**src/rtl/pim_mem_master_pkg.sv**
```systemverilog
// Shared constants and types for the PIM word-memory initiator.
package pim_mem_pkg;

    localparam int unsigned ADDR_W = 10;
    localparam int unsigned DATA_W = 32;
    localparam int unsigned LEN_W  = 6;

    typedef enum logic [2:0] {
        ST_IDLE,
        ST_FETCH,
        ST_ISSUE,
        ST_WAIT_ACK,
        ST_WAIT_DONE,
        ST_RD_HOLD,
        ST_NEXT
    } state_t;

    typedef enum logic {
        OP_READ  = 1'b0,
        OP_WRITE = 1'b1
    } op_t;

endpackage

```
**src/rtl/pim_mem_master_if.sv**
```systemverilog
// Command, write/read stream and memory-side signals of the PIM memory master.
interface pim_mem_master_if #(
    parameter int unsigned ADDR_W = pim_mem_pkg::ADDR_W,
    parameter int unsigned DATA_W = pim_mem_pkg::DATA_W,
    parameter int unsigned LEN_W  = pim_mem_pkg::LEN_W
);
    logic              cmd_valid;
    logic              cmd_ready;
    logic              cmd_write;
    logic [ADDR_W-1:0] cmd_addr;
    logic [LEN_W-1:0]  cmd_len;
    logic              wr_valid;
    logic              wr_ready;
    logic [DATA_W-1:0] wr_data;
    logic              rd_valid;
    logic              rd_ready;
    logic [DATA_W-1:0] rd_data;
    logic              done;
    logic              busy;
    logic              err_timeout;
    logic [ADDR_W-1:0] mem_address;
    logic [DATA_W-1:0] mem_data_out;
    logic              mem_write;
    logic              mem_read;
    logic [DATA_W-1:0] mem_data_in;
    logic              mem_ready;

    modport master (
        input  cmd_valid, cmd_write, cmd_addr, cmd_len,
        input  wr_valid, wr_data, rd_ready, mem_data_in, mem_ready,
        output cmd_ready, wr_ready, rd_valid, rd_data, done, busy, err_timeout,
        output mem_address, mem_data_out, mem_write, mem_read
    );

    modport slave (
        output cmd_valid, cmd_write, cmd_addr, cmd_len,
        output wr_valid, wr_data, rd_ready, mem_data_in, mem_ready,
        input  cmd_ready, wr_ready, rd_valid, rd_data, done, busy, err_timeout,
        input  mem_address, mem_data_out, mem_write, mem_read
    );
endinterface

```
**src/rtl/pim_mem_master_ready_tracker.sv**
```systemverilog
// Follows mem_ready after an issue: ack when it falls, done when it rises,
// timeout when either phase overstays its limit.
module pim_ready_tracker #(
    parameter int unsigned ACK_TIMEOUT  = 8,
    parameter int unsigned DONE_TIMEOUT = 64
) (
    input  logic clock,
    input  logic rst,
    input  logic ack_wait_i,
    input  logic done_wait_i,
    input  logic mem_ready_i,
    output logic ack_o,
    output logic done_o,
    output logic timeout_o
);
    localparam int unsigned MAX_T = (DONE_TIMEOUT > ACK_TIMEOUT) ? DONE_TIMEOUT : ACK_TIMEOUT;
    localparam int unsigned CNT_W = $clog2(MAX_T) + 1;

    logic [CNT_W-1:0] cnt_q, cnt_d;
    logic             limit_hit;

    always_ff @(posedge clock or posedge rst) begin
        if (rst) begin
            cnt_q <= '0;
        end else begin
            cnt_q <= cnt_d;
        end
    end

    // The counter restarts on every phase change, so WAIT_DONE gets its full budget.
    always_comb begin
        ack_o     = ack_wait_i && !mem_ready_i;
        done_o    = done_wait_i && mem_ready_i;
        limit_hit = 1'b0;
        if (ack_wait_i) begin
            limit_hit = (cnt_q == CNT_W'(ACK_TIMEOUT - 1));
        end else if (done_wait_i) begin
            limit_hit = (cnt_q == CNT_W'(DONE_TIMEOUT - 1));
        end
        timeout_o = limit_hit && !ack_o && !done_o;
        cnt_d     = cnt_q + CNT_W'(1);
        if (!(ack_wait_i || done_wait_i) || ack_o || done_o || timeout_o) begin
            cnt_d = '0;
        end
    end
endmodule

```
**src/rtl/pim_mem_master.sv**
```systemverilog
// Burst initiator for the PIM word memory: one ready-paced access per word,
// write data streamed in, read data streamed out.
module pim_mem_master #(
    parameter int unsigned ADDR_W       = pim_mem_pkg::ADDR_W,
    parameter int unsigned DATA_W       = pim_mem_pkg::DATA_W,
    parameter int unsigned LEN_W        = pim_mem_pkg::LEN_W,
    parameter int unsigned ACK_TIMEOUT  = 8,
    parameter int unsigned DONE_TIMEOUT = 64
) (
    input logic              clock,
    input logic              rst,
    pim_mem_master_if.master bus
);
    import pim_mem_pkg::*;

    state_t            state_q, state_d;
    op_t               op_q, op_d;
    logic [ADDR_W-1:0] addr_q, addr_d;
    logic [LEN_W-1:0]  remain_q, remain_d;
    logic [DATA_W-1:0] wdata_q, wdata_d;
    logic [DATA_W-1:0] rdata_q, rdata_d;
    logic              err_q, err_d;
    logic              strobe;
    logic              trk_ack, trk_done, trk_timeout;

    pim_ready_tracker #(
        .ACK_TIMEOUT (ACK_TIMEOUT),
        .DONE_TIMEOUT(DONE_TIMEOUT)
    ) u_tracker (
        .clock      (clock),
        .rst        (rst),
        .ack_wait_i (state_q == ST_WAIT_ACK),
        .done_wait_i(state_q == ST_WAIT_DONE),
        .mem_ready_i(bus.mem_ready),
        .ack_o      (trk_ack),
        .done_o     (trk_done),
        .timeout_o  (trk_timeout)
    );

    always_ff @(posedge clock or posedge rst) begin
        if (rst) begin
            state_q  <= ST_IDLE;
            op_q     <= OP_READ;
            addr_q   <= '0;
            remain_q <= '0;
            wdata_q  <= '0;
            rdata_q  <= '0;
            err_q    <= 1'b0;
        end else begin
            state_q  <= state_d;
            op_q     <= op_d;
            addr_q   <= addr_d;
            remain_q <= remain_d;
            wdata_q  <= wdata_d;
            rdata_q  <= rdata_d;
            err_q    <= err_d;
        end
    end

    always_comb begin
        state_d  = state_q;
        op_d     = op_q;
        addr_d   = addr_q;
        remain_d = remain_q;
        wdata_d  = wdata_q;
        rdata_d  = rdata_q;
        err_d    = err_q;
        strobe   = 1'b0;
        unique case (state_q)
            ST_IDLE: begin
                if (bus.cmd_valid) begin
                    op_d     = bus.cmd_write ? OP_WRITE : OP_READ;
                    addr_d   = bus.cmd_addr;
                    remain_d = (bus.cmd_len == '0) ? LEN_W'(1) : bus.cmd_len;
                    err_d    = 1'b0;
                    state_d  = bus.cmd_write ? ST_FETCH : ST_ISSUE;
                end
            end
            ST_FETCH: begin
                if (bus.wr_valid) begin
                    wdata_d = bus.wr_data;
                    state_d = ST_ISSUE;
                end
            end
            ST_ISSUE: begin
                if (bus.mem_ready) begin
                    strobe  = 1'b1;
                    state_d = ST_WAIT_ACK;
                end
            end
            ST_WAIT_ACK: begin
                if (trk_ack) begin
                    state_d = ST_WAIT_DONE;
                end else if (trk_timeout) begin
                    err_d   = 1'b1;
                    state_d = ST_NEXT;
                end
            end
            ST_WAIT_DONE: begin
                if (trk_done) begin
                    if (op_q == OP_READ) begin
                        rdata_d = bus.mem_data_in;
                        state_d = ST_RD_HOLD;
                    end else begin
                        state_d = ST_NEXT;
                    end
                end else if (trk_timeout) begin
                    err_d   = 1'b1;
                    state_d = ST_NEXT;
                end
            end
            ST_RD_HOLD: begin
                if (bus.rd_ready) begin
                    state_d = ST_NEXT;
                end
            end
            ST_NEXT: begin
                remain_d = remain_q - LEN_W'(1);
                addr_d   = addr_q + ADDR_W'(1);
                if (remain_q == LEN_W'(1)) begin
                    state_d = ST_IDLE;
                end else begin
                    state_d = (op_q == OP_WRITE) ? ST_FETCH : ST_ISSUE;
                end
            end
            default: state_d = ST_IDLE;
        endcase
    end

    // Strobes decode straight from state so an asynchronous reset drops them at once.
    assign bus.cmd_ready    = (state_q == ST_IDLE);
    assign bus.busy         = (state_q != ST_IDLE);
    assign bus.wr_ready     = (state_q == ST_FETCH);
    assign bus.rd_valid     = (state_q == ST_RD_HOLD);
    assign bus.rd_data      = rdata_q;
    assign bus.done         = (state_q == ST_NEXT) && (remain_q == LEN_W'(1));
    assign bus.err_timeout  = err_q;
    assign bus.mem_address  = addr_q;
    assign bus.mem_data_out = wdata_q;
    assign bus.mem_write    = strobe && (op_q == OP_WRITE);
    assign bus.mem_read     = strobe && (op_q == OP_READ);
endmodule

```
**src/flat_wrapper.sv**
```systemverilog
// flat-port wrapper written by rule: the top's interface ports become plain ports
module pim_mem_master_flat import pim_mem_pkg::*;
#(
    parameter int unsigned ADDR_W       = pim_mem_pkg::ADDR_W,
    parameter int unsigned DATA_W       = pim_mem_pkg::DATA_W,
    parameter int unsigned LEN_W        = pim_mem_pkg::LEN_W,
    parameter int unsigned ACK_TIMEOUT  = 8,
    parameter int unsigned DONE_TIMEOUT = 64
)
  (clock, rst, bus_cmd_valid, bus_cmd_write, bus_cmd_addr, bus_cmd_len, bus_wr_valid, bus_wr_data, bus_rd_ready, bus_mem_data_in, bus_mem_ready, bus_cmd_ready, bus_wr_ready, bus_rd_valid, bus_rd_data, bus_done, bus_busy, bus_err_timeout, bus_mem_address, bus_mem_data_out, bus_mem_write, bus_mem_read);
  pim_mem_master_if #(.ADDR_W(ADDR_W), .DATA_W(DATA_W), .LEN_W(LEN_W)) bus_i ();
  input logic clock;
  input logic rst;
  input wire logic [$bits(bus_i.cmd_valid)-1:0] bus_cmd_valid;
  input wire logic [$bits(bus_i.cmd_write)-1:0] bus_cmd_write;
  input wire logic [$bits(bus_i.cmd_addr)-1:0] bus_cmd_addr;
  input wire logic [$bits(bus_i.cmd_len)-1:0] bus_cmd_len;
  input wire logic [$bits(bus_i.wr_valid)-1:0] bus_wr_valid;
  input wire logic [$bits(bus_i.wr_data)-1:0] bus_wr_data;
  input wire logic [$bits(bus_i.rd_ready)-1:0] bus_rd_ready;
  input wire logic [$bits(bus_i.mem_data_in)-1:0] bus_mem_data_in;
  input wire logic [$bits(bus_i.mem_ready)-1:0] bus_mem_ready;
  output wire logic [$bits(bus_i.cmd_ready)-1:0] bus_cmd_ready;
  output wire logic [$bits(bus_i.wr_ready)-1:0] bus_wr_ready;
  output wire logic [$bits(bus_i.rd_valid)-1:0] bus_rd_valid;
  output wire logic [$bits(bus_i.rd_data)-1:0] bus_rd_data;
  output wire logic [$bits(bus_i.done)-1:0] bus_done;
  output wire logic [$bits(bus_i.busy)-1:0] bus_busy;
  output wire logic [$bits(bus_i.err_timeout)-1:0] bus_err_timeout;
  output wire logic [$bits(bus_i.mem_address)-1:0] bus_mem_address;
  output wire logic [$bits(bus_i.mem_data_out)-1:0] bus_mem_data_out;
  output wire logic [$bits(bus_i.mem_write)-1:0] bus_mem_write;
  output wire logic [$bits(bus_i.mem_read)-1:0] bus_mem_read;
  assign bus_i.cmd_valid = bus_cmd_valid;
  assign bus_i.cmd_write = bus_cmd_write;
  assign bus_i.cmd_addr = bus_cmd_addr;
  assign bus_i.cmd_len = bus_cmd_len;
  assign bus_i.wr_valid = bus_wr_valid;
  assign bus_i.wr_data = bus_wr_data;
  assign bus_i.rd_ready = bus_rd_ready;
  assign bus_i.mem_data_in = bus_mem_data_in;
  assign bus_i.mem_ready = bus_mem_ready;
  assign bus_cmd_ready = bus_i.cmd_ready;
  assign bus_wr_ready = bus_i.wr_ready;
  assign bus_rd_valid = bus_i.rd_valid;
  assign bus_rd_data = bus_i.rd_data;
  assign bus_done = bus_i.done;
  assign bus_busy = bus_i.busy;
  assign bus_err_timeout = bus_i.err_timeout;
  assign bus_mem_address = bus_i.mem_address;
  assign bus_mem_data_out = bus_i.mem_data_out;
  assign bus_mem_write = bus_i.mem_write;
  assign bus_mem_read = bus_i.mem_read;
  pim_mem_master #(.ADDR_W(ADDR_W), .DATA_W(DATA_W), .LEN_W(LEN_W), .ACK_TIMEOUT(ACK_TIMEOUT), .DONE_TIMEOUT(DONE_TIMEOUT)) u_core (.clock(clock), .rst(rst), .bus(bus_i));
endmodule
```
**config.mk**
```make
export PLATFORM = sky130hd
export DESIGN_NAME = pim_mem_master_flat
export DESIGN_NICKNAME = d
export VERILOG_FILES = /design/src/rtl/pim_mem_master_pkg.sv /design/src/rtl/pim_mem_master_if.sv /design/src/rtl/pim_mem_master_ready_tracker.sv /design/src/rtl/pim_mem_master.sv /design/src/flat_wrapper.sv
export SDC_FILE = /design/constraint.sdc
export NUM_CORES = 1
export LEC_CHECK = 0
export CORE_MARGIN = 5
export CORE_UTILIZATION = 40
export CTS_CLUSTER_SIZE = 16
export DETAILED_ROUTE_END_ITERATION = 10
export DONT_BUFFER_PORTS = 1
export GPL_ROUTABILITY_DRIVEN = 0
export MAX_ROUTING_LAYER = met4
export SLEW_MARGIN = 20
export SYNTH_ARGS = -nofsm -noshare
export SYNTH_HDL_FRONTEND = slang
export SYNTH_SLANG_ARGS = --single-unit
export TNS_END_PERCENT = 30
```
**constraint.sdc**
```tcl
create_clock -name clock -period 3.58 [get_ports clock]
set_input_delay 0.716 -clock clock [delete_from_list [all_inputs] [get_ports clock]]
set_output_delay 0.716 -clock clock [all_outputs]
set_load 0.02 [all_outputs]
```
== After elaboration in Yosys (flattened, before gate mapping) ==
Index checks and enable logic that the tools add are counted.
Widths: inputs -> output; s select.
Storage, ports and cells
  bits in registers: 92
  input bits: 87
  output and inout bits: 82
  word-level logic and storage cells: 81
Cells by class
  add/subtract/negate cells: 3
  equal/unequal tests: 15
  mux-type cells: 28
  bitwise gates (word level): 1
  reductions and logical operators: 26
Operator list (number)
  $mux 3: 8
  $pmux 3 s7: 1
  $pmux 10 s2: 1
  $mux 6: 2
  $ne 2x2->1 const B: 6
  $pmux 6 s2: 1
  $add 10x1->10 const B: 1
  $mux 10: 1
  $eq 3x3->1 const B: 3
  $mux 1: 9
  $reduce_and 4->1: 2
  $add 7x1->7 const B: 1
  $eq 7x3->1 const B: 1
  $eq 7x6->1 const B: 1
  $logic_and 1x1->1: 7
  $mux 7: 1
  $eq 3x2->1 const B: 2
  $eq 6x1->1 const B: 1
  $logic_not 6->1: 1
  $mux 2: 3
  $reduce_and 2->1: 3
  $reduce_bool 3->1: 2
  $sub 6x1->6 const B: 1
  $logic_not 1->1: 4
  other kinds (7): 10

== Logic depth before layout (Yosys ltp) ==
Gate-level depths: netlist of the first run.
  word-level depth: 8
  mapped depth: 7
  mapped depth without buffers: 5

== Cells and area by module ==
A second synthesis of the first run with hierarchy kept.
Unflattened totals
  cell total of the unflattened synthesis: 337
  area total of the unflattened synthesis: 4171.5 µm²
By module, submodules not included
  pim_mem_master: times used 1, cells an instance 298, area each 3779.9 µm², seq. area each 2127.0 µm²
  pim_ready_tracker: times used 1, cells an instance 39, area each 391.6 µm², seq. area each 175.2 µm²

== Least setup slack after synthesis of the first run ==
No wires, ideal clock.
  path type: register to output
  start: reg u_core.state_q[0]
  end: out bus_done
  arrival time: 1.415 ns
  required time: 2.864 ns
  path slack: 1.449 ns
  cell stages (with the launch flop): 6
  path buffers: 3
  path through: dfrtp_1 -> buf_6 -> and3b_1 -> clkbuf_1 -> buf_2 -> and4_1
On the way
  longest elaborated chain between the ends: 2
RTL lines
  start, declared: RTL line pim_mem_master.sv:16  | state_t state_q, state_d;
  start signal, assigned: RTL line pim_mem_master.sv:50  | state_q <= state_d;
  $eq 3x3->1: RTL line pim_mem_master.sv:136  | assign bus.done = (state_q == ST_NEXT) && (remain_q == LEN_W'(1));
  $logic_and 1x1->1: RTL line pim_mem_master.sv:136
  end, declared: RTL line flat_wrapper.sv:27  | output wire logic [$bits(bus_i.done)-1:0] bus_done;
Every way passes these cells.

== Worst setup path after layout of the first run ==
  start: reg u_core.state_q[2]
  end: out bus_done
The elaborated chain is that of the path after synthesis.

==> impl_results.md, run 1 <==
- Nets: between 400 and 500
- CP max-delay cell: dfrtp_1
- Vias in the first global route: around 2600
- FF-to-FF Start: u_core.state_q[2]
- Synth area leaders: dfrtp_1 54%, mux2_4 11%, mux2_2 8.8%
- Vias per std cell: around 5.4
- Buffers & Inverters on Critical Path: 0
- Gate Count Post-Synth: between 300 and 400
- Worst EP required: roughly 2.9 ns
- # setup viols final: 0
- Hold Path Class: input port to asynchronous set/reset pin
- Non-Filler Instances: about 470
- Core Region: about 0.010 mm^2
- Total congestion overflow: 0
- Async set-reset flop share out of synthesis: 1.00
- Die height: about 110 um
- # hold bufs at CTS: 0
- Period utilization: 0.774
- CP startpoint: u_core.state_q[2]
- Post-Syn Area per Cell: ~13 um^2
- Clk sink count: 92
- Crit. End Element: output pin
- Number of synthesized flops with an enable pin: 0
- Maximum number of pins on one net before global-route repair: 51
- Post-detailed-route count of antenna-violating nets: 0
- Yosys reg bits: just over 90
- Worst-path maximum fanout: 17
- Clock Tree Buf Depth: 2
- Worst setup path class: register to output pin
- Worst r2r dst: u_core.bus.rd_data[21]
- # DRC: 0
- Total Power Consumption: ~4.5 mW
- Port Buffer Count: 0
- Most frequent cells in the layout: 92 x dfrtp_1, 33 x mux2_2, 30 x mux2_4
- CTS resizes: 0
- Starting Density: 0.410
- CP arrival: between 2 and 2.5 ns
- CTS root buffer: clkbuf_8
- Pwr/cell area: roughly 1000 mW/mm^2
- Crit-path cells: and3b_1 -> and4_1
- Die X: between 100 and 150 um
- P_leak: 2.05 nW
- Run status: completed
- Slew Limit Fails: 0
- Cts bufs inserted: 9
- Fillers: approximately 940
- Max-slew headroom: 0.310
- CTS tree: built
- Setup bufs post-CTS: 0
- Core Util, Final: 0.443
- H-tree Lvls: 3
- Most common cell after layout, fill and taps aside: dfrtp_1
- Max Fclk: 361 MHz
- First-pass GRT wire length: 14500 um
- Min setup slack post-route: between 0.8 and 0.9 ns
- Peak supply drop: between 300 and 400 uV
- Full die area: 0.0127 mm^2
- Share of cells above drive strength 1: 0.275
- DP HPWL: between 6000 and 7000 um
- DRT Pass-1 Iters: 4
- Initial detailed-routing violation count: ~220
- RSZ-0062 raised after global routing: false
- Mapped Area: 0.00423 mm^2
- Startpoint types: register
- Pre-CTS WS: between 1 and 1.5 ns
- Antenna violations before repair: 0
- Synth area leader: dfrtp_1
- CP peak stage delay: 0.66 ns
- Post-synthesis sequential area ratio: 0.544
- Clk_lat worst skew: 0.35 ns
- Area Overhead vs Synth: 8.19%
- Clk_skew: slightly above 0.007 ns
- Setup TNS: 0 ns
- Final WL: 9100 um
- Row count: 37
- Cells after DPL: 458
- Drt wl/cell: 19.2 um
- Crit-path leading delay family: simple AND/OR/NAND/NOR gates
- N_diodes: 0
- Tightest Pin Transition: just over 1 ns
- Fin. Hold Viols: 0
- Syn Nets: around 430
- Primary FF master, synth: dfrtp_1
- Ports: between 150 and 200
- Area share of the largest cell type after synthesis: 0.544
- Reg2Reg Depth: 3
- Yosys warns: 0
- Total GRT Usage: 0.147
- Netlist cell types: 49
- Vias post-DR: about 2600
- Clock slew at reported path FFs: 0.09 ns
- Max-cap violations: 0
- R2R Setup Slk: 1.22 ns
- Crit path time final: roughly 2.8 ns
-- report_power, final --
part / total [mW] / internal (mW) / switching, mW
combinational: 1.18 / 0.661 / 0.515
sequential: 2.48 / 1.51 / 0.974
clock: 0.860 / 0.491 / 0.370
-- synth_stat cells, types with 2 or more instances --
cell type / count
a211oi_1: 5
a21oi_1: 10
a22oi_1: 2
a311oi_1: 5
a31oi_1: 2
and2_1: 2
and3_1: 6
buf_2: 4
buf_4: 5
buf_6: 5
clkbuf_1: 4
dfrtp_1: 92
ha_1: 4
inv_1: 11
mux2_2: 33
mux2_4: 30
mux2i_1: 2
nand2_1: 20
nand2b_1: 4
nand3_1: 9
nand4_1: 2
nor2_1: 24
nor2b_1: 2
nor3_1: 7
nor3b_1: 2
nor4_1: 4
o211ai_1: 3
o21ai_0: 8
o22ai_1: 3
o311ai_0: 2
or3_1: 3
or4_1: 2
xnor2_1: 2
xor2_1: 2
-- area by class of cell --
| type | instances | area (um^2) | share of cell area |
|---|---|---|---|
| repair buffers | 4 | 42.5 | 0.00929 |
| clock buffers | 10 | 138 | 0.0301 |
| flip-flops and latches | 92 | 2300 | 0.503 |
| multi-input cells | 215 | 1770 | 0.386 |
| well taps | 136 | 170 | 0.0372 |
| clock inverters | 6 | 116 | 0.0254 |
| inverters | 11 | 42.5 | 0.00929 |
-- registers in the layout (all words and copies together), names as in the netlist --
register and flops:
u_core.bus.err_timeout 1, u_core.bus.mem_address 10, u_core.bus.mem_data_out 32, u_core.bus.rd_data 32
u_core.op_q 1, u_core.remain_q 6, u_core.state_q 3, u_core.u_tracker.cnt_q 7
-- worst max-delay path by stage --
stage / end / slack (ns) / cells after the start
floorplan: u_core.bus.err_timeout / 0.47 / 1
global placement: bus_done / 1.22 / 2
detailed placement: bus_done / 1.21 / 2
CTS: bus_done / 0.79 / 2
global route: bus_done / 0.66 / 2
finish: bus_done / 0.81 / 2
-- cell families (layout without fill, tap and decap cells) --
family,Yosys count,after routing,share of synthesized area
adder cells (fa/ha/maj),4,4,0.0118
flip-flops,92,92,0.544
AND/OR/NAND/NOR,94,94,0.116
AO/OA/AOI/OAI,47,47,0.0784
XOR/XNOR,4,4,0.00828
multiplexers,66,66,0.202
buffers and inverters,29,31,0.0402
-- metal layers --
metal  vias to the layer above  global-route usage  routed length (um)
met4                         0              0.0633                 246
li1                       1196                   -                   -
met2                       105               0.224                4290
met5                         -                   -                   0
met1                      1260               0.181                3760
met3                        14              0.0471                 794
-- stage by stage --
stage	hold slack [ns]	area [um^2]
2_1_floorplan	0.433	4230
5_1_grt	0.411	4580
4_1_cts	0.374	4580
6_report	0.349	4580
3_5_place_dp	0.457	4320
3_3_place_gp	0.448	4320
(Power assumes the default switching activity.)
==> run 2, diff against run 1 <==
clock period = 2.31 ns   (was 3.58 ns; I/O delays follow)
==> impl_results.md, run 2 (synthesis results as in run 1) <==
- Worst r2r dst: u_core.bus.rd_data[27]
- CTS tree: built
- Reg2Reg Depth: 4
- H-tree Lvls: 3
- Port Buffer Count: 0
- Pwr/cell area: about 1500 mW/mm^2
- Worst setup path class: register to output pin
- Max-slew headroom: 0.559
- Area Overhead vs Synth: 8.69%
- Top sig layer: met4
- Period utilization: 0.935
- Slew Limit Fails: 0
- Gate power share: 0.289
- Hold Startpoint: bus_cmd_write
- Clock slew at reported path FFs: 0.09 ns
- Run status: completed
- Hold depth: 2
- Core Region: 0.0103 mm^2
- Crit path time final: between 2 and 2.5 ns
- RSZ-0062 raised after global routing: false
- Setup bufs post-CTS: 0
- Routed length on met2: about 5000 um
- Final WL: 9670 um
- Vias post-DR: 2631
- First-pass GRT wire length: 15100 um
- Sequential share of power: 0.566
- Post-detailed-route count of antenna-violating nets: 0
- Clock Tree Buf Depth: 2
- Startpoint types: register
- Sw frac: 0.433
- Hold EP: u_core.op_q
- Setup TNS: 0 ns
- Hold Path Class: input port to register
- Vias per std cell: between 5 and 6
- # DRC: 0
- Maximum number of pins on one net before global-route repair: between 40 and 50
- Most frequent cells in the layout: 92 x dfrtp_1, 33 x mux2_2, 30 x mux2_4
- Drt wl/cell: roughly 20 um
- P_leak: about 2.1 nW
- Crit. End Element: output pin
- Share of cells above drive strength 1: 0.292
- Worst-path maximum fanout: 11
- Most common cell after layout, fill and taps aside: dfrtp_1
- Min setup slack post-route: roughly 0.15 ns
- Fin. Hold Viols: 0
- Clk_lat worst skew: between 0.3 and 0.4 ns
- Die height: 113 um
- Pre-CTS WS: around 0.27 ns
- Core Util, Final: 0.446
- Clk pwr share: 0.145
- # setup viols final: 0
- Worst EP required: 1.85 ns
- Total GRT Usage: 0.153
- Antenna violations before repair: 0
- Max Fclk: 463 MHz
- Starting Density: 0.410
- CTS root buffer: clkbuf_8
- P_sw: 2.92 mW
- Worst hold slack: between 0.2 and 0.25 ns
- Total congestion overflow: 0
- R2R Setup Slk: approximately 0.25 ns
- FF-to-FF Start: u_core.state_q[1]
- DR WL met3: roughly 860 um
- N_diodes: 0
- M1 wire length: roughly 3800 um
- DP HPWL: just over 7000 um
- Initial detailed-routing violation count: 210
- Ports: 169
- DRT Pass-1 Iters: 4
- Max-cap violations: 0
- Clk sink count: between 90 and 100
- Vias in the first global route: between 2000 and 3000
- Int Pwr: around 3.8 mW
- CP arrival: 1.70 ns
- Clk_skew: ~0.0083 ns
- Tightest Pin Transition: between 0.6 and 0.7 ns
- Row count: 37
- Full die area: approximately 0.013 mm^2
- Total Power Consumption: a little under 7 mW
- Cts bufs inserted: 9
- Peak supply drop: 523 uV
- Nets: 435
- Die X: between 100 and 150 um
[run 2: changes by cell type in the layout (fill, tap and decap cells not counted), sizes merged]
cell	previous run	this run
inv	13	12
bufinv	3	0
clkinvlp	0	2
buf	4	14
dlygate4sd3	0	1
clkinv	1	3
[run 2: what timing repair did]
item | 4_1_cts | 5_1_grt
hold buffers | 1 | 0
endpoints found under the hold margin | 15 | 0
gates resized for setup | 0 | 0
[run 2: layer usage]
layer,vias to the layer above,GRT usage
li1,1217,-
met3,11,0.0487
met1,1275,0.175
met5,-,-
met4,0,0.0497
met2,128,0.256
[run 2: final cells by class]
cell class                 count  area, um^2
multi-input combinational    215        1770
clock inverter                 6        47.5
fill                         947        5720
timing repair buffer          15         140
tap                          136         170
inverter                      11        45.0
sequential                    92        2300
clock buffer                  10         128
[run 2: worst max-delay path, stage by stage (launching register included)]
cell and delay [ns]:
dfrtp_1 0.50, buf_4 0.21, nand2b_1 0.17, nor3b_1 0.27, buf_4 0.20
[run 2: worst max path at each step]
stage | start | endpoint | slack, ns | depth (start not counted)
6_report | u_core.state_q[2] | bus_mem_write | 0.15 | 4
5_1_grt | u_core.state_q[2] | bus_mem_write | 0.05 | 4
4_1_cts | u_core.state_q[2] | bus_mem_write | 0.12 | 4
3_5_place_dp | u_core.state_q[1] | u_core.bus.rd_data[18] | 0.27 | 4
3_3_place_gp | u_core.state_q[1] | u_core.bus.rd_data[17] | 0.33 | 4
2_1_floorplan | u_core.state_q[2] | u_core.bus.mem_data_out[10] | 0.28 | 5
[run 2: power by group through the flow]
stage | clock (mW) | combinational, mW | sequential, mW
2_1_floorplan | 0 | 1.70 | 3.60
3_3_place_gp | 0 | 1.89 | 3.85
3_5_place_dp | 0 | 1.97 | 3.86
4_1_cts | 1.03 | 1.98 | 3.84
5_1_grt | 1.09 | 2.15 | 3.93
6_report | 0.977 | 1.95 | 3.82
[run 2: metrics by stage]
stage / cells / cell area [um^2]
2_1_floorplan: 336 / 4240
3_3_place_gp: 468 / 4410
3_5_place_dp: 468 / 4410
4_1_cts: 485 / 4600
5_1_grt: 485 / 4600
6_report: 485 / 4600
